File: config.mk
export PLATFORM = sky130hd
export DESIGN_NAME = serial_complement_unit
export DESIGN_NICKNAME = d
export VERILOG_FILES = /design/src/rtl/complement_pkg.sv /design/src/rtl/complement_bit_cell.sv /design/src/rtl/serial_complement_unit.sv
export SDC_FILE = /design/constraint.sdc
export NUM_CORES = 1
export LEC_CHECK = 0
export BUFFER_PORTS_ARGS = -buffer_cell sky130_fd_sc_hd__buf_4
export CAP_MARGIN = 20
export CORE_MARGIN = 2
export CORE_UTILIZATION = 50
export CTS_BUF_LIST = sky130_fd_sc_hd__clkbuf_8
export DETAILED_ROUTE_END_ITERATION = 10
export HOLD_SLACK_MARGIN = 0.03
export PLACE_DENSITY = 0.75
export SYNTH_ARGS = -nofsm -noshare
export SYNTH_HDL_FRONTEND = slang
export SYNTH_SLANG_ARGS = --single-unit
File: constraint.sdc
create_clock -name clk -period 1.6 [get_ports clk]
set_input_delay 0.08 -clock clk [delete_from_list [all_inputs] [get_ports clk]]
set_output_delay 0.08 -clock clk [all_outputs]
set_load 0.05 [all_outputs]
File: src/rtl/complement_pkg.sv
// Shared encodings for the bit-serial complement engine: FSM states and mode selects.
package complement_pkg;

    typedef enum logic [1:0] {
        ST_IDLE  = 2'd0,
        ST_SHIFT = 2'd1,
        ST_DONE  = 2'd2
    } state_t;

    localparam logic MODE_C1 = 1'b0;
    localparam logic MODE_C2 = 1'b1;

endpackage

File: src/rtl/complement_bit_cell.sv
// One inverter plus half-adder slice; the top reuses this single cell for every bit position.
module complement_bit_cell (
    input  logic b,
    input  logic c_in,
    output logic sum,
    output logic c_out
);

    assign sum   = ~b ^ c_in;
    assign c_out = ~b & c_in;

endmodule

File: src/rtl/serial_complement_unit.sv
// Bit-serial one's/two's complement engine: LSB-first, one bit per clock, start/ready/done handshake.
module serial_complement_unit
    import complement_pkg::*;
#(
    parameter int WIDTH = 8
) (
    input  logic             clk,
    input  logic             rst_n,
    input  logic             start,
    input  logic             mode,
    input  logic [WIDTH-1:0] a,
    output logic             ready,
    output logic             busy,
    output logic             done,
    output logic [WIDTH-1:0] result,
    output logic             carry,
    output logic             overflow
);

    localparam int                CNT_W    = $clog2(WIDTH);
    localparam logic [CNT_W-1:0]  LAST     = CNT_W'(WIDTH - 1);
    localparam logic [WIDTH-1:0]  MOST_NEG = {1'b1, {(WIDTH-1){1'b0}}};

    state_t           state;
    logic [CNT_W-1:0] cnt;
    logic             c_reg;
    logic [WIDTH-1:0] shreg;
    logic [WIDTH-1:0] a_reg;
    logic             mode_reg;

    logic             cell_sum;
    logic             cell_c_out;
    logic [WIDTH-1:0] shreg_next;

    complement_bit_cell u_cell (
        .b     (a_reg[cnt]),
        .c_in  (c_reg),
        .sum   (cell_sum),
        .c_out (cell_c_out)
    );

    // New bits enter at the MSB so the LSB-first stream lands in natural order after WIDTH shifts.
    assign shreg_next = {cell_sum, shreg[WIDTH-1:1]};

    always_ff @(posedge clk) begin
        if (!rst_n) begin
            state    <= ST_IDLE;
            cnt      <= '0;
            c_reg    <= 1'b0;
            shreg    <= '0;
            a_reg    <= '0;
            mode_reg <= MODE_C1;
            result   <= '0;
            carry    <= 1'b0;
            overflow <= 1'b0;
            ready    <= 1'b1;
            busy     <= 1'b0;
            done     <= 1'b0;
        end else begin
            case (state)
                ST_IDLE: begin
                    if (start) begin
                        a_reg    <= a;
                        mode_reg <= mode;
                        c_reg    <= mode;
                        cnt      <= '0;
                        state    <= ST_SHIFT;
                        ready    <= 1'b0;
                        busy     <= 1'b1;
                    end
                end
                ST_SHIFT: begin
                    shreg <= shreg_next;
                    c_reg <= cell_c_out;
                    if (cnt == LAST) begin
                        // Outputs change only here, so they hold steady between done pulses.
                        result   <= shreg_next;
                        carry    <= cell_c_out;
                        overflow <= (mode_reg == MODE_C2) && (a_reg == MOST_NEG);
                        state    <= ST_DONE;
                        busy     <= 1'b0;
                        done     <= 1'b1;
                    end else begin
                        cnt <= cnt + CNT_W'(1);
                    end
                end
                ST_DONE: begin
                    done  <= 1'b0;
                    ready <= 1'b1;
                    state <= ST_IDLE;
                end
                default: begin
                    state <= ST_IDLE;
                    ready <= 1'b1;
                    busy  <= 1'b0;
                    done  <= 1'b0;
                end
            endcase
        end
    end

endmodule

==> qor.yml <==
finish:
  nNetsFinal: 192
  multi_input_area_sq_um: 748
  num_antenna_cells: 0
  final_layout_size_suffix_gt1_share_pct: 24.9
  area_delta_synth_final_pct: 18.3
  num-fill-cells: 236
  final_util_pct: 63.2
  final_cell_mix: "nand2_1 (38), dfxtp_1 (34), buf_4 (26), a21boi_1 (18), mux2i_1 (11)"
  seq_area_sq_um: 704
  postLayoutCellArea_sq_mm: 0.00177
  layout_commonest_cell: "nand2_1"
timing:
  final-setup-viol-count: 0
  fmax_ghz: 0.640
  slew_viol_final: 0
  rsz0062_at_grt: "true"
  post-route-min-period_ns: 1.56
  finalHoldViolations: 0
  post-route-period-util_pct: 97.6
  fin_ws_ns: 0.0382
  relSlewSlack_pct: 69.3
  worst-slew-pin-transition_ns: 0.460
  finClkSkew_ns: 0.00488
power_and_ir_drop:
  leakagePower_nw: 0.701
  total_power_w: 0.00175
  power.density_mw_per_mm2: 985
  vdd_drop_max_v: 0.000568
global_route:
  first_global_vias: 1086
  grt_max_degree: 40
  grt_pass1_wl_microns: 4900
  grt_overflow: 0
  antenna_found_initial: 0
  grt_usage_pct: 19.1
clock_tree:
  cts.sinks: 35
  clk_latency_ns: 0.29
  cts.clk_slew.worst_paths_ns: 0.07
  cts.htree.levels: 2
  root_buffer: "clkbuf_8"
  hold_buffers: 0
  numCtsBuffers: 5
  clockBufferDepth: 2
  cts_setup_buffers: 0
  cts_tree: "yes"
min_path:
  min_from: "a[2]"
  holdPathStages: 3
  whs_endpoint: "a_reg[2]"
  holdCritPathClass: "input pin to flop"
route:
  dr_wl_met2_microns: 1380
  drt_iter0_markers: 26
  first_pass_iters: 7
  routed_via_density: 5.41
  antenna_left: 0
  wl_microns: 2750
  met1Wirelength_microns: 1160
  detail_route.wl_per_cell_microns: 13.2
  vias: 1126
  drc: 2
  top_layer: "met4"
  wl_met3_microns: 162
die:
  core_area_sq_mm: 0.00281
  die-area_sq_mm: 0.00345
  core.rowCount: 19
  num_io_pins: 25
  die_x_microns: 58.8
  dieHeight_microns: 58.8
  start_util_pct: 53.5
critical_path:
  crit_path_start_kind: "flop"
  arrival_ns: 1.75
  endpoint_kind: "flop"
  rrSetupSlack_ns: 0.04
  crit_type: "flop to flop"
  crit-reg2reg-capture: "shreg[7]"
  crit_fanout: 5
  cp.required_ns: 1.78
  rr_worst_depth: 5
  r2r-start: "cnt[0]"
placement:
  post-place-ws_ns: -0.0421
  io_buffers: 24
  gp_congestion: 0.725
  place_area_sq_mm: 0.00167
  dp.final_hpwl_microns: 1970
yosys:
  synth_seq_cells: 35
  netlist_area_sq_mm: 0.00150
  yosysSeqAreaShare_pct: 46.7
  synth.avg_cell_area_sq_um: 9.74
  synthCells: 154
  synthesis.nets: 169
  yosys_warnings: 0
  yosysUniqueCellTypes: 28
flow_run:
  maxCapViolCount: 0
status:
  violations: "design-rule violations"
  status: "complete, but fails checks"
where the power goes:
group | total [W] | internal, W | switching [W]
clock network | 0.000635 | 0.000337 | 0.000298
logic | 0.000183 | 0.0000931 | 0.0000902
registers | 0.000928 | 0.000901 | 0.0000275
total | 0.00175 | 0.00133 | 0.000416
cells in the mapped netlist:
cell      count  area [sq um]
o21a_1        1          7.51
nand2b_4      1          13.8
mux4_1        2          52.6
mux2i_1      12           120
nand4_1       1          6.26
nor4_1        1          6.26
a21boi_1     18           135
nand2_1      38           143
clkbuf_1      3          11.3
nand2b_1      4          25.0
nor2b_1       9          56.3
o21ai_1       1          5.00
buf_2         2          10.0
a21oi_2       1          8.76
nand3_1       3          15.0
buf_4         4          30.0
and2_1        2          12.5
nor3b_2       1          12.5
nor4b_1       1          8.76
a31oi_1       1          6.26
dfxtp_1      35           701
ha_1          3          37.5
nor2b_4       1          13.8
and3b_1       1          8.76
a21oi_1       1          5.00
nand3b_1      3          22.5
buf_6         1          11.3
o21ai_0       3          15.0
final cells by class:
type	instances	share of cell area (%)
Timing Repair Buffer	26	11.0
Multi-Input combinational cell	109	42.2
Sequential cell	35	39.7
Tap cell	31	2.19
Clock buffer	6	4.65
Clock inverter	1	0.282
layer usage:
metal  track usage (%)  vias up
li1                  -      567
met1              21.0      526
met2              32.4       27
met3              7.69        6
met4              8.12        0
met5                 0        -
worst max-delay path: stages (launching register included):
cell and delay (ns):
dfxtp_4 0.37, mux4_2 0.51, mux2i_2 0.17, ha_2 0.30, nand2_1 0.06, a21boi_1 0.05
kinds of logic after synthesis:
logic type | after synthesis | share of synthesized area (%)
buf+inv | 10 | 4.17
mux | 14 | 11.5
flops | 35 | 46.7
fa+ha+maj | 3 | 2.50
compound gates | 26 | 12.2
simple gates | 66 | 22.9
metrics by stage:
step / hold WS [ns] / cells / TNS [ns]
after global routing: 0.0478 / 208 / -0.0663
after CTS: 0.0438 / 208 / 0
after detailed placement: 0.343 / 201 / -0.0969
final: 0.0475 / 208 / 0
after global placement: 0.336 / 201 / 0
after floorplan: 0.238 / 154 / 0
worst max path at each step:
stage | from | end | slack (ns)
after floorplan | cnt[0] | result[7] | 0.08
after global placement | cnt[0] | result[7] | 0.02
after detailed placement | cnt[0] | c_reg | -0.04
after CTS | cnt[0] | c_reg | 0.01
after global routing | cnt[0] | result[7] | -0.03
final | cnt[0] | shreg[7] | 0.04
repair_timing:
action / in CTS / in global routing
pin swaps: 0 / 3
gates resized for setup: 1 / 9
gates cloned: 0 / 0
endpoints found under the setup margin: 4 / 13
No activity file was read; power rests on OpenSTA's default activity.
